`src/rtl/trivium_seq_ctrl.sv`:
```
// trivium_seq_ctrl: loads key/IV into a Trivium core, waits for warm-up, then streams host bytes.
// Defining TRV_SEQ_TIMEOUT_EN adds a warm-up watchdog that sets the sticky err flag.
module trivium_seq_ctrl #(
    parameter int KEY_BITS   = 80,
    parameter int IV_BYTES   = 10,
    parameter int WARMUP_MAX = 2048
) (
    input  logic                  CLK,
    input  logic                  RST,
    input  logic                  start,
    input  logic                  abort,
    input  logic [KEY_BITS-1:0]   key_in,
    input  logic [8*IV_BYTES-1:0] iv_in,
    input  logic                  in_valid,
    input  logic [7:0]            in_data,
    output logic                  in_ready,
    output logic                  out_valid,
    output logic [7:0]            out_data,
    output logic                  busy,
    output logic                  err,
    output logic                  KEY,
    output logic                  STB_KEY,
    output logic [7:0]            DATA,
    output logic                  STB_DATA,
    output logic                  READ,
    input  logic [7:0]            DATA_OUT,
    input  logic [7:0]            SIGN_REG
);
    localparam int CW = $clog2(KEY_BITS > IV_BYTES ? KEY_BITS : IV_BYTES);
    localparam logic [CW-1:0] KLAST = CW'(KEY_BITS - 1);
    localparam logic [CW-1:0] ILAST = CW'(IV_BYTES - 1);

    typedef enum logic [2:0] {IDLE, LOAD_KEY, LOAD_IV, WARMUP, STREAM} state_t;

    state_t                state_q, state_d;
    logic [CW-1:0]         cnt_q, cnt_d;
    logic [KEY_BITS-1:0]   key_q;
    logic [8*IV_BYTES-1:0] iv_q, iv_sh;
    logic                  rd_q, ov_q;
    logic [7:0]            dout_q;
    logic                  accept, tmo, unused_sign;

    assign accept      = state_q == IDLE && start && !abort;
    assign unused_sign = ^SIGN_REG[7:1];

`ifdef TRV_SEQ_TIMEOUT_EN
    localparam int WW = $clog2(WARMUP_MAX + 1);
    logic [WW-1:0] wcnt_q, wcnt_d;
    logic          err_q, err_d;
    assign tmo    = state_q == WARMUP && !SIGN_REG[0] && wcnt_q == WW'(WARMUP_MAX - 1);
    assign wcnt_d = (state_q == WARMUP && !abort && !tmo && !SIGN_REG[0]) ? wcnt_q + 1'b1 : '0;
    assign err_d  = accept ? 1'b0 : (tmo && !abort) ? 1'b1 : err_q;
    assign err    = err_q;
    always_ff @(posedge CLK or posedge RST) begin
        if (RST) begin
            wcnt_q <= '0;
            err_q  <= 1'b0;
        end else begin
            wcnt_q <= wcnt_d;
            err_q  <= err_d;
        end
    end
`else
    logic unused_cfg;
    assign tmo        = 1'b0;
    assign err        = 1'b0;
    assign unused_cfg = WARMUP_MAX != 0;
`endif

    always_comb begin
        state_d = state_q;
        cnt_d   = cnt_q;
        case (state_q)
            IDLE: state_d = start ? LOAD_KEY : IDLE;
            LOAD_KEY: begin
                cnt_d   = (cnt_q == KLAST) ? '0 : cnt_q + 1'b1;
                state_d = (cnt_q == KLAST) ? LOAD_IV : LOAD_KEY;
            end
            LOAD_IV: begin
                cnt_d   = (cnt_q == ILAST) ? '0 : cnt_q + 1'b1;
                state_d = (cnt_q == ILAST) ? WARMUP : LOAD_IV;
            end
            WARMUP: state_d = SIGN_REG[0] ? STREAM : tmo ? IDLE : WARMUP;
            default: ;
        endcase
        if (abort) begin
            state_d = IDLE;
            cnt_d   = '0;
        end
    end

    // Strobes are gated by abort so they fall in the abort cycle itself.
    assign busy     = state_q != IDLE;
    assign STB_KEY  = state_q == LOAD_KEY && !abort;
    assign STB_DATA = state_q == LOAD_IV && !abort;
    assign in_ready = state_q == STREAM && !abort;
    assign READ     = in_ready && in_valid;
    assign KEY      = STB_KEY && key_q[KLAST - cnt_q];
    assign iv_sh    = iv_q >> {ILAST - cnt_q, 3'b000};
    assign DATA     = STB_DATA ? iv_sh[7:0] : READ ? in_data : 8'h00;
    assign out_valid = ov_q;
    assign out_data  = dout_q;

    always_ff @(posedge CLK or posedge RST) begin
        if (RST) begin
            state_q <= IDLE;
            cnt_q   <= '0;
            key_q   <= '0;
            iv_q    <= '0;
            rd_q    <= 1'b0;
            ov_q    <= 1'b0;
            dout_q  <= 8'h00;
        end else begin
            state_q <= state_d;
            cnt_q   <= cnt_d;
            if (accept) begin
                key_q <= key_in;
                iv_q  <= iv_in;
            end
            rd_q <= READ;
            ov_q <= rd_q;
            if (rd_q) dout_q <= DATA_OUT;
        end
    end
endmodule

```
`config.mk`:
```
export PLATFORM = sky130hd
export DESIGN_NAME = trivium_seq_ctrl
export DESIGN_NICKNAME = d
export VERILOG_FILES = /design/src/rtl/trivium_seq_ctrl.sv
export SDC_FILE = /design/constraint.sdc
export NUM_CORES = 1
export LEC_CHECK = 0
export ABC_AREA = 0
export BUFFER_PORTS_ARGS = -buffer_cell sky130_fd_sc_hd__clkbuf_2
export CORE_UTILIZATION = 50
export DETAILED_ROUTE_END_ITERATION = 8
export PLACE_DENSITY = 0.85
export SYNTH_ARGS = -nofsm -noshare
export SYNTH_HDL_FRONTEND = slang
export SYNTH_SLANG_ARGS = --single-unit
```
`constraint.sdc`:
```
create_clock -name CLK -period 6.2 [get_ports CLK]
set_input_delay 0.62 -clock CLK [delete_from_list [all_inputs] [get_ports CLK]]
set_output_delay 0.62 -clock CLK [all_outputs]
set_load 0.01 [all_outputs]
```
==> reports/qor.txt, run 1 <==
CP Class: reg2out
most common cell in the synthesized netlist: dfrtp_1
main flop type after synthesis: dfrtp_1
Clock Skews: 0.00609 ns
Port Buffer Count: 204
I/O pin total: 213
first-pass GRT wire length: 29900 um
row count: 47
first-pass detailed-route iteration total: 5
switch share: 23.4%
final design utilization: 62.0%
initial antenna violation count: 0
Critical Path Fanout Max: 48
Area after DPL: 9570 sq um
post-synth top area cell: dfrtp_1
Slew headroom: 34.3%
Worst-Skew Late Latency: 0.42 ns
via count: 5437
Num Clock Sinks: 180
Worst EP required: 5.58 ns
WL final: 18200 um
Yosys warning count: 0
CP Capture Type: output pin
Root Driver: clkbuf_16
Overflow after GRT: 0
post-CTS sizing: 0
Die Span X: 132 um
post-synthesis instance area: 8430 sq um
Synth Area in Compound Gates: 3.77%
Inserted Clock Buffers: 17
Critical Path AT: 3.06 ns
Hold Path Class: in2async
Post-synth ARST share: 100%
Mapped Nets: 779
CTS tree: built
vias in the first global route: 5895
post-synthesis adder-cell area fraction: 0.742%
largest family of logic cells by synthesized area: multiplexers
all-layer global routing usage: 22.3%
nets@finish: 964
DIE HEIGHT: 132 um
ANT nets after route: 0
Gate power share: 17.5%
status: complete, no violations
WL/cell: 18.2 um
Die ar.: 17400 sq um
Critical Path Source Type: flop
Max VDD drop: 0.000220 V
Distinct cells, synth: 41
final hold violation count: 0
cts-stage hold buffer count: 0
Leak: 4.64 nW
Clock power frac: 36.9%
Finish-stage setup viols: 0
post-route cell area: 10200 sq um
power per cell area: 323 nW/um^2
fmax: 272 MHz
Synth Instances: 585
sequential share of the synthesized area: 53.5%
Slew Limit Fails: 0
xor and xnor area share after synthesis: 0.935%
clock-pin slew on the worst setup and hold paths: 0.07 ns
Yosys reg bits: 180
n_diodes: 0
MaxCap Viol Count: 0
# H-tree levels: 4
fin crit period: 3.68 ns
register area: 4510 sq um
Hold Slack: 0.392 ns
Tcrit/Tclk final: 59.3%
Multi-input gate area: 3690 sq um
clock buffer depth: 2
area delta synth->final: 21.5%
Via density: 5.43
setup TNS: 0 ns
largest net degree at the start of global routing: 112
synth cell count leaders: dfrtp_1, mux2_2, nand2_1, mux4_2, clkbuf_1
simple-gate share of the synthesized area: 4.08%
Synth top area share: 53.5%
Placer Congestion: 0.858
largest cells by area after synthesis: dfrtp_1, mux2_2, mux4_2, mux4_1, nand2_1
Switching Power: 775 uW
initial cell density of the core: 51.0%
Residual DRC: 0
Core ar.: 16500 sq um
DP HPWL: 12600 um
Fillers: 1264
mux contribution to synthesized area: 34.0%
Slew @ Worst Pin: 0.980 ns
internal power: 2.53 mW
DRT iter0 DRCs: 235
Post-synth EDFFs: 0
mean post-synth cell area: 14.4 sq um
total setup buffers inserted after CTS: 0
Seq pwr share: 45.7%
RSZ-0062 raised after global routing: no
share of cells above drive strength 1: 56.5%
cells by family after synthesis:
logic type | count (synthesis)
DFF | 180
other | 1
adders and majority gates | 5
AOI/OAI and AO/OA | 51
buffers and inverters | 50
and+or+nand+nor | 74
xor gates and xnor gates | 9
muxes | 215
per-stage QoR:
stage               worst slack (ns)  std cells  power [mW]
finish                          2.52       1001        3.31
global route                    2.30       1001        3.46
CTS                             2.47       1001        3.35
detailed placement              2.94        971        2.12
global placement                2.95        971        2.08
floorplan                      0.693        585        1.93
power by group through the flow:
stage | sequential [mW] | combinational (mW) | clock, mW
2_1_floorplan | 1.48 | 0.454 | 0
3_3_place_gp | 1.52 | 0.567 | 0
3_5_place_dp | 1.53 | 0.584 | 0
4_1_cts | 1.51 | 0.589 | 1.25
5_1_grt | 1.54 | 0.633 | 1.29
6_report | 1.51 | 0.578 | 1.22
placed cells by master, fill, tap and decap left out, types with 3 or more instances in the layout:
| cell type | n |
|---|---|
| nand4_1 | 4 |
| o21ai_0 | 16 |
| clkbuf_16 | 17 |
| nand3_1 | 7 |
| nand2_1 | 33 |
| a31oi_1 | 10 |
| xnor2_1 | 5 |
| inv_1 | 6 |
| mux2i_1 | 9 |
| mux4_1 | 7 |
| dfrtp_1 | 178 |
| clkbuf_8 | 3 |
| bufinv_16 | 6 |
| xor2_1 | 3 |
| or3_1 | 10 |
| mux4_2 | 31 |
| mux2_2 | 168 |
| nor2_1 | 10 |
| ha_1 | 5 |
| nor3_1 | 3 |
| clkbuf_2 | 204 |
| a21oi_1 | 13 |
layer usage:
layer / vias up / global-route usage [%] / wire length [um]
li1: 2519 / - / -
met5: - / 0 / 0
met4: 0 / 5.17 / 197
met1: 2740 / 26.6 / 7270
met3: 12 / 6.73 / 1090
met2: 166 / 39.6 / 9650
critical path: stages, from the launching register on:
cell       delay, ns
dfrtp_4         1.03
mux4_1          0.67
mux4_2          0.49
o2111ai_2       0.19
a221oi_2        0.08
clkbuf_2        0.16
flip-flops by register name, indices dropped and copies added (netlist names):
| register | cells |
|---|---|
| rd_q | 1 |
| state_q | 3 |
| iv_q | 80 |
| cnt_q | 7 |
| key_q | 80 |
| out_valid | 1 |
| out_data | 8 |
layout make-up:
cell class | count | area share [%]
sequential | 180 | 44.0
inverter | 9 | 0.379
timing repair buffer | 207 | 10.3
clock inverter | 8 | 1.93
clock buffer | 22 | 4.63
tap | 220 | 2.69
multi-input combinational | 355 | 36.0
worst paths after layout:
check	startpoint	to	slack, ns	depth (start not counted)
max	cnt_q[0]	KEY	2.52	5
min	RST	key_q[76]	0.39	2
max reg2reg	state_q[1]	key_q[31]	3.79	4
min reg2reg	key_q[32]	key_q[32]	0.50	1
max in group asynchronous	RST	iv_q[25]	4.24	3
min in group CLK	key_in[69]	key_q[69]	0.43	2
(Power assumes the default switching activity.)
==> run 2, diff against run 1 <==
Clock period 6.2 ns to 3.7 ns, I/O delays scaled along.
==> run 2 against run 1 <==
Hold slack got worse by 0.35 ns. Clock power increased by 57%. Sequential share of layout area decreased by 0.059 points. Critical endpoint is now DATA[3]. Highest routed layer unchanged.
==> reports/qor.txt, run 2 (synthesis results as in run 1) <==
Area after DPL: 9630 sq um
CP Class: reg2out
area delta synth->final: 21.7%
crit-path cells: inv_1, ha_1, xnor2_2, buf_4, or3_1, a21oi_1, a31oi_1, o21ai_0, clkbuf_2
row count: 47
share of cells above drive strength 1: 56.7%
fin crit period: 3.27 ns
fmax: 306 MHz
Slew headroom: 30.9%
post-CTS sizing: 0
initial cell density of the core: 51.0%
Critical Path Source Type: flop
Inserted Clock Buffers: 17
Root Driver: clkbuf_16
vias in the first global route: 5816
Tcrit/Tclk final: 88.4%
cts-stage hold buffer count: 0
final hold violation count: 0
all-layer global routing usage: 22.3%
DIE HEIGHT: 132 um
Worst-Skew Late Latency: 0.42 ns
# H-tree levels: 4
post-route cell area: 10300 sq um
Max VDD drop: 0.000327 V
Clock Skews: 0.00463 ns
first-pass detailed-route iteration total: 4
reg-to-reg endpoint: key_q[14]
ANT nets after route: 0
clock-pin slew on the worst setup and hold paths: 0.07 ns
Overflow after GRT: 0
initial antenna violation count: 0
RSZ-0062 raised after global routing: no
Max stage delay on crit path: 0.57 ns
I/O pin total: 213
Via density: 5.50
Slew Limit Fails: 0
DRT iter0 DRCs: 271
Port Buffer Count: 204
Critical Path Fanout Max: 24
Num Clock Sinks: 180
first-pass GRT wire length: 29800 um
DP HPWL: 13000 um
Critical R2R Launch: state_q[1]
MaxCap Viol Count: 0
power per cell area: 529 nW/um^2
most frequent cells in the layout: clkbuf_2, dfrtp_1, mux2_2
Worst EP required: 3.33 ns
total setup buffers inserted after CTS: 0
Critical Path AT: 2.90 ns
clock buffer depth: 2
CP Capture Type: output pin
Finish-stage setup viols: 0
Crit-path slowest cell: dfrtp_1
Slew @ Worst Pin: 1.04 ns
Die Span X: 132 um
n_diodes: 0
status: complete, no violations
Top Family by Delay on Critical Path: buffers and inverters
CTS tree: built
Residual DRC: 0
largest net degree at the start of global routing: 91
Core ar.: 16500 sq um
setup TNS: 0 ns
Hold Path Class: in2async
R2R cell count: 4
Placer Congestion: 0.841
nets@finish: 969
most common library cell in the layout ignoring fill and taps: clkbuf_2
via count: 5539
Die ar.: 17400 sq um
Worst Path Buf+Inv: 3
WL final: 18200 um
WL/cell: 18.0 um
Leak: 4.63 nW
flop2flop setup slack: 1.50 ns
Fillers: 1242
==> run 2: report_power, final <==
part           internal [mW]  switching (mW)
logic                  0.608           0.379
registers               2.33           0.197
clock network           1.15           0.755
total                   4.09            1.33
==> run 2: worst register-to-register path, stage by stage (launching register included) <==
cell     delay [ns]
dfrtp_1        0.54
nor2_1         0.15
nand3_4        0.12
buf_4          0.77
mux2_2         0.51
==> run 2: final cells by class <==
type | instances | area (sq um) | area share (%)
flip-flops and latches | 180 | 4510 | 44.0
multi-input cells | 355 | 3690 | 36.0
repair buffers | 212 | 1120 | 10.9
clock buffers | 21 | 450 | 4.39
well taps | 220 | 275 | 2.68
clock inverters | 11 | 174 | 1.70
inverters | 9 | 37.5 | 0.366
==> run 2: per-stage QoR <==
| step | setup slack, ns | total power [mW] | utilization (%) | hold slack, ns | cells |
|---|---|---|---|---|---|
| after floorplan | 1.02 | 3.23 | - | 0.352 | 585 |
| after global placement | 0.884 | 3.50 | 58.3 | 0.479 | 976 |
| after detailed placement | 0.836 | 3.56 | 58.3 | 0.488 | 976 |
| after CTS | 0.384 | 5.48 | 62.1 | 0.0497 | 1008 |
| after global routing | 0.255 | 5.67 | 62.1 | 0.0924 | 1008 |
| final | 0.431 | 5.42 | 62.1 | 0.0373 | 1008 |
==> run 2: worst max path at each step <==
stage          cells past startpoint       end  slack, ns      from
6_report                           9   DATA[3]       0.43  cnt_q[2]
2_1_floorplan                      1  cnt_q[0]       1.02       RST
5_1_grt                            7   DATA[6]       0.25  cnt_q[0]
4_1_cts                            7   DATA[6]       0.38  cnt_q[0]
3_5_place_dp                       7   DATA[6]       0.84  cnt_q[0]
3_3_place_gp                       7   DATA[6]       0.88  cnt_q[0]
==> run 2: metal layers <==
metal / up-vias / track usage, % / wire [um]
met3: 24 / 4.88 / 1050
met4: 0 / 7.43 / 275
li1: 2528 / - / -
met5: - / 0 / 0
met2: 193 / 38.6 / 9340
met1: 2794 / 27.7 / 7500
